===== src/rtl/uart_pkg.sv =====
// rtl/uart_pkg.sv - shared constants and FSM encoding for the UART frame decoder
//
// Purpose: defaults for the frame decoder parameters, UART bit timing and the
// decoder state encoding. No ports.
package uart_pkg;

    localparam int          BYTE_W           = 8;
    localparam logic [7:0]  SOF_BYTE_DEF     = 8'hA5;
    localparam int          MAX_LEN_DEF      = 16;
    localparam int          CLKS_PER_BIT     = 434;
    // Ten byte times of ten bits each at CLKS_PER_BIT.
    localparam int          TIMEOUT_CLKS_DEF = 100 * CLKS_PER_BIT;

    typedef enum logic [2:0] {
        ST_IDLE    = 3'd0,
        ST_LEN     = 3'd1,
        ST_PAYLOAD = 3'd2,
        ST_CHECK   = 3'd3,
        ST_OUTPUT  = 3'd4
    } state_t;

endpackage


===== src/rtl/uart_frame_buf.sv =====
// rtl/uart_frame_buf.sv - payload storage for one frame
//
// Purpose: DEPTH x 8 register file, one synchronous write port and one
// combinational read port. Contents are not reset.
// Ports:
//   clk      - clock, write on posedge
//   wr_en    - write strobe
//   wr_addr  - write index
//   wr_data  - byte to store
//   rd_addr  - read index
//   rd_data  - byte at rd_addr, combinational
module uart_frame_buf
    import uart_pkg::*;
#(
    parameter int DEPTH = MAX_LEN_DEF,
    parameter int AW    = 4
) (
    input  logic              clk,
    input  logic              wr_en,
    input  logic [AW-1:0]     wr_addr,
    input  logic [BYTE_W-1:0] wr_data,
    input  logic [AW-1:0]     rd_addr,
    output logic [BYTE_W-1:0] rd_data
);

    logic [BYTE_W-1:0] mem [DEPTH];

    always_ff @(posedge clk) begin
        if (wr_en) begin
            mem[wr_addr] <= wr_data;
        end
    end

    assign rd_data = mem[rd_addr];

endmodule


===== src/rtl/uart_frame_decoder.sv =====
// rtl/uart_frame_decoder.sv - SOF/LEN/payload/CHK frame parser with buffered output
//
// Purpose: parses frames SOF, LEN, LEN payload bytes, CHK (XOR of LEN and
// payload), buffers the payload and releases it only after the checksum
// verifies, using a valid/ready handshake.
// Ports:
//   clk_50M        - clock, all logic on posedge
//   rst_n          - asynchronous active-low reset
//   i_data_byte    - received byte
//   i_data_avail   - one-cycle strobe, i_data_byte valid
//   i_data_ready   - downstream accepts o_data_byte
//   o_data_byte    - verified payload byte (zero when not valid)
//   o_data_valid   - o_data_byte valid
//   o_frame_len    - LEN of last verified frame
//   o_frame_done   - pulse after last payload byte transfers
//   o_err_len      - pulse, LEN of 0 or above MAX_LEN
//   o_err_chk      - pulse, checksum mismatch
//   o_err_timeout  - pulse, inter-byte timeout
//   o_err_overrun  - pulse, byte dropped while outputting
//   o_busy         - high whenever not idle
module uart_frame_decoder
    import uart_pkg::*;
#(
    parameter logic [7:0] SOF_BYTE     = SOF_BYTE_DEF,
    parameter int         MAX_LEN      = MAX_LEN_DEF,
    parameter int         TIMEOUT_CLKS = TIMEOUT_CLKS_DEF
) (
    input  logic       clk_50M,
    input  logic       rst_n,
    input  logic [7:0] i_data_byte,
    input  logic       i_data_avail,
    input  logic       i_data_ready,
    output logic [7:0] o_data_byte,
    output logic       o_data_valid,
    output logic [4:0] o_frame_len,
    output logic       o_frame_done,
    output logic       o_err_len,
    output logic       o_err_chk,
    output logic       o_err_timeout,
    output logic       o_err_overrun,
    output logic       o_busy
);

    localparam int          BUF_AW    = (MAX_LEN > 1) ? $clog2(MAX_LEN) : 1;
    localparam logic [15:0] TO_LAST   = 16'(TIMEOUT_CLKS - 1);
    localparam logic [7:0]  MAX_LEN_B = 8'(MAX_LEN);

    state_t      state;
    logic [4:0]  len;
    logic [4:0]  idx;
    logic [7:0]  chk;
    logic [15:0] to_cnt;
    logic [7:0]  rd_data;

    logic in_frame;
    logic timeout_hit;
    logic wr_en;
    logic len_ok;
    logic last_idx;
    logic handshake;

    // The timeout only runs while a frame is being received; a strobe in the
    // same cycle as the terminal count wins.
    assign in_frame    = (state == ST_LEN) || (state == ST_PAYLOAD) || (state == ST_CHECK);
    assign timeout_hit = in_frame && !i_data_avail && (to_cnt == TO_LAST);
    assign wr_en       = (state == ST_PAYLOAD) && i_data_avail;
    assign len_ok      = (i_data_byte != 8'd0) && (i_data_byte <= MAX_LEN_B);
    assign last_idx    = (idx == len - 5'd1);
    assign handshake   = o_data_valid && i_data_ready;
    assign o_busy      = (state != ST_IDLE);
    assign o_data_byte = o_data_valid ? rd_data : 8'h00;

    // Write and read share idx: written during PAYLOAD, read during OUTPUT.
    uart_frame_buf #(
        .DEPTH (MAX_LEN),
        .AW    (BUF_AW)
    ) u_buf (
        .clk     (clk_50M),
        .wr_en   (wr_en),
        .wr_addr (idx[BUF_AW-1:0]),
        .wr_data (i_data_byte),
        .rd_addr (idx[BUF_AW-1:0]),
        .rd_data (rd_data)
    );

    always_ff @(posedge clk_50M or negedge rst_n) begin
        if (!rst_n) begin
            state         <= ST_IDLE;
            len           <= 5'd0;
            idx           <= 5'd0;
            chk           <= 8'd0;
            to_cnt        <= 16'd0;
            o_data_valid  <= 1'b0;
            o_frame_len   <= 5'd0;
            o_frame_done  <= 1'b0;
            o_err_len     <= 1'b0;
            o_err_chk     <= 1'b0;
            o_err_timeout <= 1'b0;
            o_err_overrun <= 1'b0;
        end else begin
            o_frame_done  <= 1'b0;
            o_err_len     <= 1'b0;
            o_err_chk     <= 1'b0;
            o_err_timeout <= 1'b0;
            o_err_overrun <= 1'b0;

            if (!in_frame || i_data_avail || timeout_hit) begin
                to_cnt <= 16'd0;
            end else begin
                to_cnt <= to_cnt + 16'd1;
            end

            if (timeout_hit) begin
                o_err_timeout <= 1'b1;
                state         <= ST_IDLE;
            end else begin
                case (state)
                    ST_IDLE: begin
                        if (i_data_avail && (i_data_byte == SOF_BYTE)) begin
                            state <= ST_LEN;
                        end
                    end

                    ST_LEN: begin
                        if (i_data_avail) begin
                            if (len_ok) begin
                                len   <= i_data_byte[4:0];
                                chk   <= i_data_byte;
                                idx   <= 5'd0;
                                state <= ST_PAYLOAD;
                            end else begin
                                o_err_len <= 1'b1;
                                state     <= ST_IDLE;
                            end
                        end
                    end

                    // SOF values here are ordinary data; no resync.
                    ST_PAYLOAD: begin
                        if (i_data_avail) begin
                            chk <= chk ^ i_data_byte;
                            if (last_idx) begin
                                idx   <= 5'd0;
                                state <= ST_CHECK;
                            end else begin
                                idx <= idx + 5'd1;
                            end
                        end
                    end

                    ST_CHECK: begin
                        if (i_data_avail) begin
                            if (i_data_byte == chk) begin
                                o_frame_len  <= len;
                                o_data_valid <= 1'b1;
                                idx          <= 5'd0;
                                state        <= ST_OUTPUT;
                            end else begin
                                o_err_chk <= 1'b1;
                                state     <= ST_IDLE;
                            end
                        end
                    end

                    ST_OUTPUT: begin
                        if (i_data_avail) begin
                            o_err_overrun <= 1'b1;
                        end
                        if (handshake) begin
                            if (last_idx) begin
                                o_data_valid <= 1'b0;
                                o_frame_done <= 1'b1;
                                idx          <= 5'd0;
                                state        <= ST_IDLE;
                            end else begin
                                idx <= idx + 5'd1;
                            end
                        end
                    end

                    default: begin
                        state <= ST_IDLE;
                    end
                endcase
            end
        end
    end

endmodule


===== config.mk =====
export PLATFORM = sky130hd
export DESIGN_NAME = uart_frame_decoder
export DESIGN_NICKNAME = d
export VERILOG_FILES = /design/src/rtl/uart_pkg.sv /design/src/rtl/uart_frame_buf.sv /design/src/rtl/uart_frame_decoder.sv
export SDC_FILE = /design/constraint.sdc
export NUM_CORES = 1
export LEC_CHECK = 0
export BUFFER_PORTS_ARGS = -buffer_cell sky130_fd_sc_hd__clkbuf_2
export CAP_MARGIN = 10
export CORE_MARGIN = 2
export CORE_UTILIZATION = 23
export DETAILED_ROUTE_END_ITERATION = 12
export GPL_TIMING_DRIVEN = 0
export PLACE_DENSITY = 0.37
export SYNTH_ARGS = -nofsm -noshare
export SYNTH_HDL_FRONTEND = slang
export SYNTH_HIERARCHICAL = 1
export SYNTH_SLANG_ARGS = --single-unit

===== constraint.sdc =====
create_clock -name clk_50M -period 3.5 [get_ports clk_50M]
set_input_delay 0.175 -clock clk_50M [delete_from_list [all_inputs] [get_ports clk_50M]]
set_output_delay 0.175 -clock clk_50M [all_outputs]
set_load 0.02 [all_outputs]

==> impl_metrics.py <==
metrics = {
    "outcome": {
        "status": "finished, final reports clean",
    },
    "yosys": {
        "yosys-top-cells-count": "edfxtp_1, dfrtp_1, nor2_1",
        "synthFlopType": "edfxtp_1",
        "synth_area_leaders": "edfxtp_1, dfrtp_1, mux4_2",
        "ys_seq_area_share_pct": 65.5,
        "synth_edf_count": 128,
        "synth_cells": 492,
        "postSynthAreaPerCell_um2": 15.6,
        "yosysWarnings": 6,
        "async_flop_share_pct": 27.3,
        "synth_top_area_share_pct": 49.9,
        "yosysMostFrequentCell": "edfxtp_1",
        "syn-num-nets": 507,
        "synthesis.area_um2": 7700,
        "yosys_register_bits": 176,
        "yosysTopAreaCell": "edfxtp_1",
        "yosysUniqueCellTypes": 57,
    },
    "timing": {
        "drv_slew": 0,
        "timing.final.crit_share_pct": 88.8,
        "slew-limit-headroom_pct": 38.6,
        "skew_ps": 8.41,
        "grt_setup_unrepaired": "no",
        "setup_viol": 0,
        "fin_tns_setup_ps": 0,
        "finalCriticalPeriod_ps": 3110,
        "final_hold_viol_count": 0,
        "max_slew.worst_pin.slew_ps": 917,
        "whs_ps": 28.2,
        "max_freq_mhz": 322,
        "setup_ws_ps": 391,
    },
    "placement": {
        "dp_hpwl_mm": 12.1,
        "portBuffers": 30,
        "gp_congestion": 0.788,
        "place_ws_ps": 736,
        "dp_cells": 969,
    },
    "critical_path": {
        "rr_worst_depth": 6,
        "reg2reg_to": "u_buf/mem[0][0]",
        "critical_path.top_delay_family": "flip-flops",
        "cp-end-kind": "output pin",
        "start_kind": "flop",
        "critPathArrivalTime_ps": 2930,
        "crit_buf_inv": 3,
        "r2r_start": "state[1]",
        "worst-setup-path-type": "reg2out",
        "critical_path.most_common_cell": "buf_6",
        "r2r_slack_ps": 780,
        "crit_path_cell_trace": "buf_6, buf_6, mux4_1, a22oi_1, nand2_1, and2_1, clkbuf_2",
        "path_max_fanout": 12,
        "crit_slowest_cell": "dfrtp_1",
        "required_ps": 3320,
        "max_stage_delay_ps": 670,
    },
    "cells_and_area": {
        "diodes": 0,
        "layout-drive-gt1-share_pct": 22.5,
        "fillCellCount": 3342,
        "layout.cells.non_filler": 1002,
        "multi_input_area_um2": 2440,
        "layout.area.seq_um2": 5040,
        "finish.net_count": 563,
        "syn_to_final_growth_pct": 17.3,
    },
    "detailed_routing": {
        "finalWirelength_mm": 18.3,
        "vias": 4341,
        "dr.pass1.iters": 4,
        "wire_per_inst_um": 18.3,
        "first_iter_violations": 238,
        "ant_nets": 0,
        "via_per_inst": 4.33,
        "drc": 0,
    },
    "grt": {
        "antenna_found_initial": 0,
        "grt_pass1_wl_mm": 28.4,
        "grt_usage_pct": 10.9,
        "grt_pass1_vias": 4468,
        "grt_start_max_net_pins": 34,
        "grt-ovfl-total": 0,
    },
    "power_and_ir_drop": {
        "ir_worst_vdd_v": 0.000326,
        "switching_power_mw": 1.69,
        "swShare_pct": 30.2,
        "fin_total_pwr_mw": 5.59,
        "power_frac_clock_pct": 32.6,
        "power_density_nw_per_um2": 620,
        "p_seq_share_pct": 44.4,
        "power_leakage_nw": 3.12,
        "internal-power_mw": 3.91,
        "pwr-share-comb_pct": 23.0,
    },
    "clock_tree": {
        "cts.sinks": 176,
        "cts-buffers-inserted": 17,
        "cts_tree": "done",
        "cts-root-buf": "clkbuf_16",
        "cts_max_path_buffers": 2,
        "cts.reportedPaths.clkPinSlew_ps": 60,
        "cts_setup_buffers": 0,
        "cts_resized": 0,
        "clock_latency_ps": 430,
        "htree_levels": 4,
    },
    "job": {
        "cap_violations": 0,
    },
    "worst_hold_path": {
        "hold_depth": 3,
        "worstHoldPathType": "in2reg",
        "hold_end": "o_frame_done",
        "worstHoldStart": "i_data_ready",
    },
    "die": {
        "floorplan.initialDensity_pct": 23.5,
        "core_region_area_um2": 32800,
        "die_area_um2": 35000,
        "fp.dieH_um": 187,
        "rows": 66,
        "die_w_um": 187,
        "boundaryPins": 32,
    },
}
layout make-up:
| cell class | instances | share of cell area [%] |
|---|---|---|
| buffer | 24 | 1.82 |
| multi-input combinational | 279 | 27.0 |
| timing repair buffer | 37 | 2.44 |
| clock inverter | 14 | 1.46 |
| tap | 442 | 6.13 |
| inverter | 13 | 0.540 |
| sequential | 176 | 55.9 |
| clock buffer | 17 | 4.71 |
worst max-delay path by stage:
stage	startpoint	end	slack, ps	depth (start not counted)
floorplan	state[1]	u_buf/mem[0][0]	1170	5
detailed placement	i_data_avail	u_buf/mem[0][3]	740	6
CTS	idx[0]	o_data_byte[3]	360	7
global placement	i_data_avail	u_buf/mem[0][3]	380	5
finish	idx[0]	o_data_byte[3]	390	7
global route	idx[0]	o_data_byte[3]	230	7
timing repair:
action,CTS,global route
endpoints found under the setup margin,0,0
hold endpoints to repair,16,0
hold buffers,2,0
sequential cells by signal (all words and copies together) (netlist names), 3 cells and up:
name	count
chk	8
idx	5
len	5
o_frame_len	5
state	3
to_cnt	16
u_buf/mem	128
through the flow:
stage / area [µm²] / utilization [%]
3_5_place_dp: 8450 / 25.8
4_1_cts: 9030 / 27.5
5_1_grt: 9030 / 27.5
2_1_floorplan: 7700 / -
6_report: 9030 / 27.5
3_3_place_gp: 8400 / 25.6
worst register-to-register path, cell delays in order, from the launching register on:
cell     delay (ps)
dfrtp_1         320
buf_4           160
nor2b_2         250
and3_1          360
or3b_2          520
nor3_1          550
buf_4           280
power groups by stage:
stage               registers (mW)  clock network (mW)  logic, mW
floorplan                     2.49                   0      0.929
global placement              2.52                   0       1.28
detailed placement            2.53                   0       1.30
CTS                           2.48                1.90       1.31
global route                  2.50                1.99       1.41
finish                        2.48                1.83       1.29
cells in the final DEF (no fill, tap or decap), types with 3 or more instances in the layout:
cell and n:
nand2_1 19, clkbuf_2 31, nand3b_1 3, nor4_1 4, clkinv_4 4, clkdlybuf4s25_2 3, nor3_1 10, nand4_1 7
xor2_1 20, clkbuf_1 6, o21ai_0 8, and3_1 7, buf_2 7, ha_1 3, a22oi_1 16, clkbuf_16 17
and2_1 12, nand3_1 17, mux4_2 18, xnor2_1 8, inv_6 4, mux4_1 14, o221ai_1 3, a21oi_1 10
nand2b_1 6, inv_1 13, a31oi_1 9, buf_6 5, mux2_2 12, buf_4 6, dfrtp_1 48, edfxtp_1 128
nor2_1 35
per-layer routing:
layer	vias to the layer above	wire length, µm	global-route usage [%]
met3	12	756	2.31
met2	68	8830	17.6
met5	-	0	0
met4	0	184	2.75
li1	2021	-	-
met1	2240	8520	15.0
logic make-up after synthesis:
logic type | synth area share [%]
compound gates | 5.43
simple gates | 10.5
flops | 65.5
xor+xnor | 3.19
fa+ha+maj | 0.488
mux | 12.1
buf+inv | 2.76
No activity file was read; power rests on OpenSTA's default activity.
